**src/rtl/layer_next_fetch_control_if.sv**
```systemverilog
// Feature RAM read port pair plus the word-pair stream handed to the next layer.
interface layer_next_fetch_control_if #(
  parameter int ADDR_WIDTH = 9,
  parameter int DATA_WIDTH = 16
);
  logic                  rden_a;
  logic                  rden_b;
  logic                  wren_a;
  logic                  wren_b;
  logic [ADDR_WIDTH-1:0] address_a;
  logic [ADDR_WIDTH-1:0] address_b;
  logic [DATA_WIDTH-1:0] q_a;
  logic [DATA_WIDTH-1:0] q_b;
  logic [DATA_WIDTH-1:0] feature_a;
  logic [DATA_WIDTH-1:0] feature_b;
  logic                  feature_valid;
  logic                  feature_ready;

  modport master (
    output rden_a, rden_b, wren_a, wren_b, address_a, address_b,
    output feature_a, feature_b, feature_valid,
    input  q_a, q_b, feature_ready
  );

  modport slave (
    input  rden_a, rden_b, wren_a, wren_b, address_a, address_b,
    input  feature_a, feature_b, feature_valid,
    output q_a, q_b, feature_ready
  );
endinterface

```
**src/rtl/layer_next_fetch_control.sv**
```systemverilog
// Next-layer read sequencer: fetches word pairs from the feature RAM and streams
// them out through a credit-controlled FIFO that absorbs the RAM read latency.
module layer_next_fetch_control #(
  parameter int ADDR_WIDTH  = 9,
  parameter int DATA_WIDTH  = 16,
  parameter int NUM_WORDS   = 392,
  parameter int RAM_LATENCY = 2,
  parameter int FIFO_DEPTH  = 4
) (
  input  logic                  clock,
  input  logic                  reset,
  input  logic                  enable,
  input  logic [ADDR_WIDTH-1:0] base_address,
  output logic                  done,
  layer_next_fetch_control_if.master bus
);
  localparam int PAIRS  = NUM_WORDS / 2;
  localparam int PTR_W  = $clog2(NUM_WORDS);
  localparam int PAIR_W = $clog2(PAIRS + 1);
  localparam int IDX_W  = $clog2(FIFO_DEPTH);
  localparam int CNT_W  = IDX_W + 1;

  typedef enum logic [1:0] {IDLE, FETCH, DRAIN, DONE} state_t;

  state_t                  state_q, state_d;
  logic                    enable_q;
  logic [ADDR_WIDTH-1:0]   base_q, base_d;
  logic [ADDR_WIDTH-1:0]   addr_a_q, addr_a_d, addr_b_q, addr_b_d;
  logic [PTR_W-1:0]        rd_ptr_q, rd_ptr_d;
  logic [PAIR_W-1:0]       pairs_left_q, pairs_left_d;
  logic [RAM_LATENCY-1:0]  pipe_q, pipe_d;
  logic [2*DATA_WIDTH-1:0] fifo_q [FIFO_DEPTH];
  logic [IDX_W-1:0]        wr_idx_q, wr_idx_d, rd_idx_q, rd_idx_d;
  logic [CNT_W-1:0]        count_q, count_d, inflight;
  logic                    issue, push, pop, flush, credit;

  always_comb begin
    inflight = '0;
    for (int unsigned i = 0; i < RAM_LATENCY; i++) begin
      inflight = inflight + CNT_W'(pipe_q[i]);
    end
  end

  // Reads still in the latency pipe already own a FIFO slot, so a push can never overflow.
  assign credit = ({1'b0, inflight} + {1'b0, count_q}) < (CNT_W + 1)'(FIFO_DEPTH);
  assign flush  = (state_q == FETCH || state_q == DRAIN) && !enable;
  assign issue  = (state_q == FETCH) && enable && credit;
  assign push   = pipe_q[RAM_LATENCY-1] && !flush;
  assign pop    = bus.feature_valid && bus.feature_ready;

  always_comb begin
    state_d      = state_q;
    base_d       = base_q;
    rd_ptr_d     = rd_ptr_q;
    pairs_left_d = pairs_left_q;
    addr_a_d     = addr_a_q;
    addr_b_d     = addr_b_q;
    pipe_d       = RAM_LATENCY'({pipe_q, issue});
    wr_idx_d     = wr_idx_q + IDX_W'(push);
    rd_idx_d     = rd_idx_q + IDX_W'(pop);
    count_d      = count_q + CNT_W'(push) - CNT_W'(pop);
    if (pop) pairs_left_d = pairs_left_q - 1'b1;

    case (state_q)
      IDLE: begin
        if (enable && !enable_q) begin
          base_d       = base_address;
          rd_ptr_d     = '0;
          pairs_left_d = PAIR_W'(PAIRS);
          state_d      = FETCH;
        end
      end
      FETCH: begin
        if (!enable) begin
          state_d = IDLE;
        end else if (issue) begin
          addr_a_d = base_q + ADDR_WIDTH'(rd_ptr_q);
          addr_b_d = addr_a_d + 1'b1;
          rd_ptr_d = rd_ptr_q + PTR_W'(2);
          if (rd_ptr_q == PTR_W'(NUM_WORDS - 2)) state_d = DRAIN;
        end
      end
      DRAIN: begin
        if (!enable) state_d = IDLE;
        else if (pairs_left_q == '0) state_d = DONE;
      end
      DONE: begin
        if (!enable) state_d = IDLE;
      end
      default: state_d = IDLE;
    endcase

    if (flush) begin
      pipe_d   = '0;
      wr_idx_d = '0;
      rd_idx_d = '0;
      count_d  = '0;
    end
  end

  always_ff @(posedge clock or posedge reset) begin
    if (reset) begin
      state_q      <= IDLE;
      enable_q     <= 1'b0;
      base_q       <= '0;
      addr_a_q     <= '0;
      addr_b_q     <= '0;
      rd_ptr_q     <= '0;
      pairs_left_q <= '0;
      pipe_q       <= '0;
      wr_idx_q     <= '0;
      rd_idx_q     <= '0;
      count_q      <= '0;
      for (int unsigned i = 0; i < FIFO_DEPTH; i++) fifo_q[i] <= '0;
    end else begin
      state_q      <= state_d;
      enable_q     <= enable;
      base_q       <= base_d;
      addr_a_q     <= addr_a_d;
      addr_b_q     <= addr_b_d;
      rd_ptr_q     <= rd_ptr_d;
      pairs_left_q <= pairs_left_d;
      pipe_q       <= pipe_d;
      wr_idx_q     <= wr_idx_d;
      rd_idx_q     <= rd_idx_d;
      count_q      <= count_d;
      if (push) fifo_q[wr_idx_q] <= {bus.q_a, bus.q_b};
    end
  end

  // Addresses come straight from next-state so the issuing cycle shows the new pair.
  assign bus.rden_a        = issue;
  assign bus.rden_b        = issue;
  assign bus.wren_a        = 1'b0;
  assign bus.wren_b        = 1'b0;
  assign bus.address_a     = addr_a_d;
  assign bus.address_b     = addr_b_d;
  assign bus.feature_valid = (count_q != '0);
  assign bus.feature_a     = fifo_q[rd_idx_q][2*DATA_WIDTH-1:DATA_WIDTH];
  assign bus.feature_b     = fifo_q[rd_idx_q][DATA_WIDTH-1:0];
  assign done              = (state_q == DONE);
endmodule

```
**src/flat_wrapper.sv**
```systemverilog
// flat-port wrapper written by rule: the top's interface ports become plain ports
module layer_next_fetch_control_flat 
#(
  parameter int ADDR_WIDTH  = 9,
  parameter int DATA_WIDTH  = 16,
  parameter int NUM_WORDS   = 392,
  parameter int RAM_LATENCY = 2,
  parameter int FIFO_DEPTH  = 4
)
  (clock, reset, enable, base_address, done, bus_rden_a, bus_rden_b, bus_wren_a, bus_wren_b, bus_address_a, bus_address_b, bus_feature_a, bus_feature_b, bus_feature_valid, bus_q_a, bus_q_b, bus_feature_ready);
  layer_next_fetch_control_if #(.ADDR_WIDTH(ADDR_WIDTH), .DATA_WIDTH(DATA_WIDTH)) bus_i ();
  input  logic clock;
  input  logic reset;
  input  logic enable;
  input  logic [ADDR_WIDTH-1:0] base_address;
  output logic done;
  output wire logic [$bits(bus_i.rden_a)-1:0] bus_rden_a;
  output wire logic [$bits(bus_i.rden_b)-1:0] bus_rden_b;
  output wire logic [$bits(bus_i.wren_a)-1:0] bus_wren_a;
  output wire logic [$bits(bus_i.wren_b)-1:0] bus_wren_b;
  output wire logic [$bits(bus_i.address_a)-1:0] bus_address_a;
  output wire logic [$bits(bus_i.address_b)-1:0] bus_address_b;
  output wire logic [$bits(bus_i.feature_a)-1:0] bus_feature_a;
  output wire logic [$bits(bus_i.feature_b)-1:0] bus_feature_b;
  output wire logic [$bits(bus_i.feature_valid)-1:0] bus_feature_valid;
  input wire logic [$bits(bus_i.q_a)-1:0] bus_q_a;
  input wire logic [$bits(bus_i.q_b)-1:0] bus_q_b;
  input wire logic [$bits(bus_i.feature_ready)-1:0] bus_feature_ready;
  assign bus_rden_a = bus_i.rden_a;
  assign bus_rden_b = bus_i.rden_b;
  assign bus_wren_a = bus_i.wren_a;
  assign bus_wren_b = bus_i.wren_b;
  assign bus_address_a = bus_i.address_a;
  assign bus_address_b = bus_i.address_b;
  assign bus_feature_a = bus_i.feature_a;
  assign bus_feature_b = bus_i.feature_b;
  assign bus_feature_valid = bus_i.feature_valid;
  assign bus_i.q_a = bus_q_a;
  assign bus_i.q_b = bus_q_b;
  assign bus_i.feature_ready = bus_feature_ready;
  layer_next_fetch_control #(.ADDR_WIDTH(ADDR_WIDTH), .DATA_WIDTH(DATA_WIDTH), .NUM_WORDS(NUM_WORDS), .RAM_LATENCY(RAM_LATENCY), .FIFO_DEPTH(FIFO_DEPTH)) u_core (.clock(clock), .reset(reset), .enable(enable), .base_address(base_address), .done(done), .bus(bus_i));
endmodule
```
**config.mk**
```make
export PLATFORM = sky130hd
export DESIGN_NAME = layer_next_fetch_control_flat
export DESIGN_NICKNAME = d
export VERILOG_FILES = /design/src/rtl/layer_next_fetch_control_if.sv /design/src/rtl/layer_next_fetch_control.sv /design/src/flat_wrapper.sv
export SDC_FILE = /design/constraint.sdc
export NUM_CORES = 1
export LEC_CHECK = 0
export CELL_PAD_IN_SITES_DETAIL_PLACEMENT = 1
export CELL_PAD_IN_SITES_GLOBAL_PLACEMENT = 1
export CORE_MARGIN = 8
export CORE_UTILIZATION = 31
export DETAILED_ROUTE_END_ITERATION = 12
export PLACE_DENSITY_LB_ADDON = 0.08
export SYNTH_ARGS = -nofsm -noshare
export SYNTH_HDL_FRONTEND = slang
export SYNTH_SLANG_ARGS = --single-unit
```
**constraint.sdc**
```tcl
create_clock -name clock -period 8.8 [get_ports clock]
set_input_delay 1.76 -clock clock [delete_from_list [all_inputs] [get_ports clock]]
set_output_delay 1.76 -clock clock [all_outputs]
set_load 0.02 [all_outputs]
```
==> impl_metrics.toml, run 1 <==
[clock_network]
cts-resized-gates = 0
cts_setup_buffers = 0
cts.sinks = 183
cts_tree = "built"
clockBufferDepth = 2
cts_buffers = 17
insertion_delay_ns = 0.44
postCtsHoldBufs = 0
ctsHtreeMaxLevel = 4
clk_pin_slew_ns = 0.08
cts-root-buf = "clkbuf_16"

[layout]
final_cell_mix = "181 x dfrtp_1, 118 x mux2_2, 98 x clkdlybuf4s50_1, 72 x nand2_1, 32 x mux4_2"
drive_above_1_share_pct = 27.8
nFillCells = 2783
syn_to_final_growth_pct = 22.4
nets = 788
final_common_cell = "dfrtp_1"

[placement]
io_buffers = 98
place.gp.congestion = 0.716
hpwl_um = 13800

[timing]
tightest_slew_ns = 1.05
finalSetupViolations = 0
hold_violations = 0
period_minus_slack_ns = 6.41
relSlewSlack_pct = 29.7
finClkSkew_ns = 0.0220
tns_ns = 0
post-route-period-util_pct = 72.8
drv_slew = 0
fmax_ghz = 0.156
rsz0062_at_grt = "false"

[global_route]
track_usage_pct = 13.3
overflow = 0
antenna_found_initial = 2
grt_max_degree = 75
grt_pass1_vias = 6104
grt_first_pass_wirelength_um = 34500

[pwr]
seqPwrFrac_pct = 36.5
leakagePower_nw = 4.74
switching_share_pct = 36.3
p_per_area_mw_per_mm2 = 368
p_int_mw = 2.43
p_total_mw = 3.82
pwr-share-clk_pct = 19.6
switchingPower_mw = 1.39
comb_power_share_pct = 44.0
ir_drop_mv = 0.138

[yosys]
synthMuxAreaShare_pct = 25.7
ys.flop_type = "dfrtp_1"
avgSynthCellArea_um2 = 13.5
synthSimpleGateAreaFrac_pct = 7.82
synth_top_family_by_area = "multiplexers"
synth_edf_count = 0
syn_area_mm2 = 0.00849
ys_seq_area_share_pct = 53.9
yosysWarnings = 0
postSynthCellCount = 629
yosys.area_share.adder_pct = 3.48
synth-xor-area-share_pct = 2.46
ys_ff_latch = 183
synth_compound_area_share_pct = 4.13
synthDistinctLibCells = 51
synth_top_area_cell = "dfrtp_1"
synth_area_leaders = "dfrtp_1 54%, mux2_2 16%, mux4_2 8.5%, ha_1 3.2%, nand2_1 3.2%"
synth_top_area_share_pct = 53.9
async_reset_ff_share_pct = 100

[worst_setup_path]
critPathRequiredTime_ns = 7.04
path_max_fanout = 30
r2r_slack_ns = 5.21
critical_path_class = "input port to output pin"
end_kind = "output pin"
startpoint = "enable"
r2r_start = "u_core.pipe_q[0]$_DFF_PP0_"
ff2ff_path_depth = 9
worstSetupStartpointType = "input port"
r2r-end = "u_core.rd_ptr_q[4]$_DFFE_PP0P_"
worstPathArrival_ns = 4.65

[drt]
routedWlPerCell_um = 19.2
route.detailed.drc = 0
drt_iter0_drc = 216
num_vias = 5264
ant_nets = 0
vias_per_cell = 4.90
wl_um = 20600
drtPass1Iterations = 4

[floorplanning]
core-area_mm2 = 0.0270
start_util_pct = 31.5
io_pins = 101
die_w_um = 181
die_h_um = 181
rows = 60
die-area_mm2 = 0.0329

[min_path]
holdPathEnd = "u_core.addr_a_q[2]$_DFF_PP0_"
holdCritStartpoint = "u_core.addr_a_q[2]$_DFF_PP0_"
worstHoldPathCells = 2
hp-class = "flop to flop"

[run]
maxCapViolations = 0

[status]
status = "finished, final reports clean"
[critical path: stages]
cell and delay (ns):
clkdlybuf4s50_1 0.59, nand3_1 0.75, inv_2 0.55, o311a_1 0.24
a221o_1 0.13, clkdlybuf4s50_1 0.62
[synthesized netlist by cell type, drive strengths merged (2+ instances only)]
cell and number:
dfrtp 183, nand3 9, nor2b 8, nand3b 2, mux2i 2, or3 6, xor2 8, nand2b 2
a21o 7, mux4 32, ha 22, buf 21, inv 13, a211oi 3, nor2 18, nor3 12
xnor2 15, nor4 2, a22o 5, nand2 73, o21ai 23, clkbuf 12, nor3b 3, a31o 2
a21oi 2, nand4 2, mux2 128
[stage by stage]
step,utilization [%],cell area (um2),setup slack (ns),cells,hold WS [ns]
finish,38.6,10400,2.39,1075,0.476
CTS,38.5,10400,2.28,1074,0.486
detailed placement,36.4,9820,2.27,1042,0.466
global placement,36.4,9820,2.41,1042,0.461
floorplan,-,8490,2.07,630,0.450
global route,38.6,10400,2.09,1075,0.512
[per-layer routing]
layer  share of wire (%)  vias up  track usage (%)
li1                    -     2424                -
met1                  42     2737             15.3
met2                  53       81             24.0
met3                 3.5       20             3.39
met4                 1.6        2             3.74
met5               0.063        -                0
[worst max path at each step]
| stage | slack (ns) | cells past startpoint | to |
|---|---|---|---|
| finish | 2.39 | 6 | bus_address_b[8] |
| global route | 2.09 | 6 | bus_address_b[8] |
| CTS | 2.28 | 6 | bus_address_b[8] |
| detailed placement | 2.27 | 6 | bus_address_b[8] |
| global placement | 2.41 | 6 | bus_address_b[8] |
| floorplan | 2.07 | 1 | u_core.addr_a_q[0]$_DFF_PP0_ |
[flip-flops by register name, indices dropped and copies added, names as in the netlist, 2 cells and up]
signal and cells:
u_core.fifo_q 128, u_core.addr_a_q 9, u_core.addr_b_q 9, u_core.base_q 9
u_core.pairs_left_q 8, u_core.rd_ptr_q 8, u_core.count_q 3, u_core.pipe_q 2
u_core.rd_idx_q 2, u_core.state_q 2, u_core.wr_idx_q 2
[cell type report]
type / count / area (um2) / area share (%)
multi-input combinational: 401 / 3730 / 35.9
sequential: 183 / 4580 / 44.1
inverter: 13 / 53.8 / 0.518
clock buffer: 19 / 443 / 4.26
antenna: 1 / 2.50 / 0.0241
tap: 341 / 427 / 4.11
timing repair buffer: 104 / 1030 / 9.87
clock inverter: 13 / 129 / 1.24
[power groups by stage]
stage	combinational (mW)	sequential [mW]	clock, mW
finish	1.68	1.39	0.747
global route	1.84	1.45	0.818
CTS	1.73	1.40	0.778
detailed placement	1.72	1.42	0
global placement	1.68	1.39	0
floorplan	1.18	1.31	0
[logic make-up (layout without fill, tap and decap cells)]
logic type	after synthesis	count (layout)
flip-flops	183	183
multiplexers	162	162
AND/OR/NAND/NOR	141	141
AO/OA/AOI/OAI	50	50
buffers and inverters	46	149
adder cells (fa/ha/maj)	23	23
XOR/XNOR	23	23
other	1	3
(Power assumes the default switching activity.)
==> run 2, diff against run 1 <==
==> constraint.sdc (replaced) <==
create_clock -name clock -period 6.5 [get_ports clock]
set_input_delay 1.3 -clock clock [delete_from_list [all_inputs] [get_ports clock]]
set_output_delay 1.3 -clock clock [all_outputs]
set_load 0.02 [all_outputs]
==> impl_metrics.toml, run 2 (same netlist as run 1, synthesis figures left out) <==
[timing]
post-route-period-util_pct = 73.1
fmax_ghz = 0.211
finClkSkew_ns = 0.0168
rsz0062_at_grt = "false"
tns_ns = 0
period_minus_slack_ns = 4.75
hold_violations = 0
tightest_slew_ns = 1.05
drv_slew = 0
finalSetupViolations = 0
relSlewSlack_pct = 29.9

[clock_network]
cts_buffers = 17
postCtsHoldBufs = 0
cts-resized-gates = 0
cts_tree = "built"
cts_setup_buffers = 0
cts.sinks = 183
clk_pin_slew_ns = 0.08
clockBufferDepth = 2
insertion_delay_ns = 0.43
cts-root-buf = "clkbuf_16"
ctsHtreeMaxLevel = 4

[layout]
largest_register = "u_core.fifo_q"
final_design_area_no_fill_mm2 = 0.0104
nFillCells = 2810
final_cell_mix = "181 x dfrtp_1, 118 x mux2_2, 98 x clkdlybuf4s50_1, 72 x nand2_1, 32 x mux4_2"
final_common_cell = "dfrtp_1"
antenna_cells = 0
largest_register_ff_count = 128
drive_above_1_share_pct = 27.8
nets = 788
syn_to_final_growth_pct = 23.0

[global_route]
met1_usage_pct = 15.6
grt_max_degree = 117
met2_usage_pct = 24.2
track_usage_pct = 13.3
grt_pass1_vias = 6249
grt_first_pass_wirelength_um = 34900
grt_util_met3_pct = 3.19
grt_busiest_layer = "met2"
antenna_found_initial = 1
overflow = 0

[worst_setup_path]
r2r-end = "u_core.rd_ptr_q[5]$_DFFE_PP0P_"
startpoint = "u_core.rd_ptr_q[2]$_DFFE_PP0P_"
r2r_slack_ns = 3.47
critPathRequiredTime_ns = 5.20
end_kind = "output pin"
path_max_fanout = 5
critical_path_class = "flop to output pin"
worstSetupStartpointType = "flop"
worstPathArrival_ns = 3.45
r2r_start = "u_core.pipe_q[1]$_DFF_PP0_"
ff2ff_path_depth = 10

[min_path]
hp-class = "flop to flop"
holdPathEnd = "u_core.addr_a_q[5]$_DFF_PP0_"
holdCritStartpoint = "u_core.addr_a_q[5]$_DFF_PP0_"
worstHoldPathCells = 2

[placement]
place_area_mm2 = 0.00983
place.gp.congestion = 0.704
io_buffers = 98
hpwl_um = 13900

[pwr]
p_per_area_mw_per_mm2 = 504
p_total_mw = 5.27
ir_drop_mv = 0.218
leakagePower_nw = 4.75

[drt]
ant_nets = 0
num_vias = 5266
route.detailed.drc = 0
wl_um = 20600
drtPass1Iterations = 4
drt_iter0_drc = 226
routedWlPerCell_um = 19.2
vias_per_cell = 4.90

[floorplanning]
die_w_um = 181
core-area_mm2 = 0.0270
start_util_pct = 31.5
die-area_mm2 = 0.0329
die_h_um = 181
rows = 60
io_pins = 101

[status]
status = "finished, final reports clean"

[run]
maxCapViolations = 0
-- run 2: layout make-up --
cell class                 instances  area, um2  share of cell area (%)
timing repair buffer             104       1040                    9.94
sequential                       183       4580                    43.9
tap                              341        427                    4.08
inverter                          13       53.8                   0.515
multi-input combinational        401       3730                    35.7
clock inverter                    14        190                    1.82
clock buffer                      18        429                    4.11
-- run 2: how the worst max path moves through the flow --
stage | slack [ns] | end
4_1_cts | 1.67 | bus_address_b[8]
3_5_place_dp | 1.74 | bus_address_b[8]
5_1_grt | 1.58 | bus_address_b[8]
6_report | 1.75 | bus_address_b[8]
2_1_floorplan | 0.23 | u_core.addr_a_q[0]$_DFF_PP0_
3_3_place_gp | 1.78 | bus_address_b[8]
-- run 2: worst max-delay path, cell delays in order, from the launching register on --
cell,delay (ns)
dfrtp_1,0.44
ha_1,0.40
a21o_4,0.26
a31o_4,0.26
xor2_2,0.26
nand3_1,0.23
o311a_1,0.34
a221o_1,0.29
clkdlybuf4s50_1,0.55
-- run 2: stage by stage --
| step | instances | utilization [%] | hold WS [ns] | worst slack [ns] |
|---|---|---|---|---|
| 3_5_place_dp | 1042 | 36.5 | 0.474 | 1.74 |
| 4_1_cts | 1074 | 38.8 | 0.494 | 1.67 |
| 6_report | 1074 | 38.8 | 0.487 | 1.75 |
| 2_1_floorplan | 630 | - | 0.450 | 0.228 |
| 5_1_grt | 1074 | 38.8 | 0.504 | 1.58 |
| 3_3_place_gp | 1042 | 36.5 | 0.459 | 1.78 |
-- run 2: layer usage --
layer	wire length, um	vias to the layer above
met5	13	-
met4	150	2
li1	-	2417
met3	730	11
met2	11100	78
met1	8610	2758
-- run 2: where the power goes --
group          total, mW  leakage [nW]  switching (mW)  internal [mW]
clock               1.09         0.290           0.477          0.617
combinational       2.26          2.08            1.07           1.19
sequential          1.91          2.38           0.325           1.59
total               5.27          4.75            1.87           3.40
==> run 3, diff against run 2 <==
==> constraint.sdc (replaced) <==
create_clock -name clock -period 4.9 [get_ports clock]
set_input_delay 0.98 -clock clock [delete_from_list [all_inputs] [get_ports clock]]
set_output_delay 0.98 -clock clock [all_outputs]
set_load 0.02 [all_outputs]
==> impl_metrics.toml, run 3 (same netlist as run 1, synthesis figures left out) <==
[worst_setup_path]
worstPathArrival_ns = 3.39
r2r_start = "u_core.state_q[1]$_DFFE_PP0P_"
path_max_fanout = 5
critPathRequiredTime_ns = 3.92
end_kind = "output pin"
worst_path_largest_cell_delay_ns = 0.55
r2r-end = "u_core.fifo_q[17]$_DFFE_PP0P_"
worstSetupStartpointType = "flop"
cp_slowest_cell = "clkdlybuf4s50_1"
critical_path.top_delay_family = "compound AO/OA/AOI/OAI gates"
cp_cell_sequence = "ha_1 -> a21o_4 -> a31o_4 -> xor2_2 -> nand3_1 -> o311a_1 -> a221o_1 -> clkdlybuf4s50_1"
r2r_slack_ns = 2.07
ff2ff_path_depth = 8
crit_buf_inv = 1
critical_path_class = "flop to output pin"

[drt]
route.detailed.drc = 0
vias_per_cell = 4.88
route.met3.wl_um = 664
drt_iter0_drc = 239
drtPass1Iterations = 4
m1WireLength_um = 9070
route.met2.wl_um = 10900
wl_um = 21000
routedWlPerCell_um = 19.4
ant_nets = 0
dr.max_layer_used = "met4"
num_vias = 5266

[layout]
nFillCells = 2801
drive_above_1_share_pct = 28.0
syn_to_final_growth_pct = 23.4
multi_input_area_mm2 = 0.00372
final_common_cell = "dfrtp_1"
nets = 792
seqCellArea_mm2 = 0.00458
largest_register_ff_count = 128
final_cell_mix = "182 x dfrtp_1, 118 x mux2_2, 98 x clkdlybuf4s50_1, 73 x nand2_1, 32 x mux4_2"
largest_register = "u_core.fifo_q"
final_design_area_no_fill_mm2 = 0.0105
final_util_pct = 38.9

[clock_network]
cts_buffers = 17
cts_tree = "built"
cts.sinks = 183
cts-resized-gates = 0
postCtsHoldBufs = 0
clockBufferDepth = 2
cts-root-buf = "clkbuf_16"
ctsHtreeMaxLevel = 4
cts_setup_buffers = 0
insertion_delay_ns = 0.43
clk_pin_slew_ns = 0.08

[pwr]
p_per_area_mw_per_mm2 = 667
leakagePower_nw = 4.78
ir_drop_mv = 0.288

[global_route]
track_usage_pct = 13.4
grt_first_pass_wirelength_um = 34800
overflow = 0
grt_max_degree = 166
grt_pass1_vias = 6147
antenna_found_initial = 1

[min_path]
hp-class = "flop to flop"
worstHoldPathCells = 2
holdCritStartpoint = "u_core.addr_a_q[1]$_DFF_PP0_"
holdPathEnd = "u_core.addr_a_q[1]$_DFF_PP0_"

[floorplanning]
die_w_um = 181
io_pins = 101
die_h_um = 181
die-area_mm2 = 0.0329
rows = 60
start_util_pct = 31.5
core-area_mm2 = 0.0270

[placement]
hpwl_um = 13800
place.gp.congestion = 0.717
place_area_mm2 = 0.00986
io_buffers = 98

[timing]
relSlewSlack_pct = 39.3
tns_ns = 0
period_minus_slack_ns = 4.37
drv_slew = 0
post-route-period-util_pct = 89.3
finClkSkew_ns = 0.0165
fmax_ghz = 0.229
rsz0062_at_grt = "false"
finalSetupViolations = 0
tightest_slew_ns = 0.911
hold_violations = 0

[status]
status = "finished, final reports clean"

[run]
maxCapViolations = 0
run 3: cell types whose count changed in the layout (fill, tap and decap cells not counted), moves of 2 or more:
cell and change:
buf_4 +3, bufinv_16 -2, clkinv_4 +2, clkinv_8 +2, clkinvlp_4 -2, inv_8 +2
run 3: area by class of cell:
| class | instances | share of cell area, % |
|---|---|---|
| Sequential cell | 183 | 43.7 |
| Multi-Input combinational cell | 401 | 35.5 |
| Timing Repair Buffer | 108 | 10.3 |
| Clock buffer | 18 | 4.19 |
| Tap cell | 341 | 4.07 |
| Clock inverter | 14 | 1.67 |
| Inverter | 13 | 0.502 |
| Antenna cell | 1 | 0.0239 |
run 3: routing by layer:
layer,vias up,global-route usage [%]
met1,2745,16.3
met3,19,2.79
met5,-,0
met2,79,23.5
met4,0,4.20
li1,2423,-
run 3: worst max-delay path by stage:
stage	startpoint	endpoint	slack (ns)	depth (start not counted)
floorplan	reset	u_core.addr_a_q[0]$_DFF_PP0_	1.57	1
global placement	enable	bus_address_b[8]	0.96	6
detailed placement	enable	bus_address_b[8]	0.94	6
CTS	u_core.rd_ptr_q[2]$_DFFE_PP0P_	bus_address_b[8]	0.48	8
global route	u_core.rd_ptr_q[2]$_DFFE_PP0P_	bus_address_b[8]	0.34	8
finish	u_core.rd_ptr_q[2]$_DFFE_PP0P_	bus_address_b[8]	0.53	8
run 3: through the flow:
stage | instances | setup WS [ns] | hold slack, ns | power (mW)
after floorplan | 630 | 1.57 | 0.450 | 4.46
after global placement | 1046 | 0.964 | 0.463 | 5.55
after detailed placement | 1046 | 0.937 | 0.471 | 5.68
after CTS | 1078 | 0.484 | 0.493 | 7.14
after global routing | 1079 | 0.342 | 0.508 | 7.50
final | 1079 | 0.526 | 0.485 | 6.99
run 3: power breakdown:
part	switching [mW]	total [mW]	internal, mW	leakage [nW]
clock	0.675	1.42	0.749	0.298
combinational	1.49	3.09	1.60	2.10
sequential	0.373	2.48	2.11	2.38
run 3: worst reg2reg max path: stages, from the launching register on:
cell      delay [ns]
dfrtp_1         0.39
inv_1           0.11
ha_1            0.29
nor2b_1         0.54
nand2b_1        0.31
inv_2           0.09
nand3_2         0.08
buf_4           0.48
mux2_2          0.43
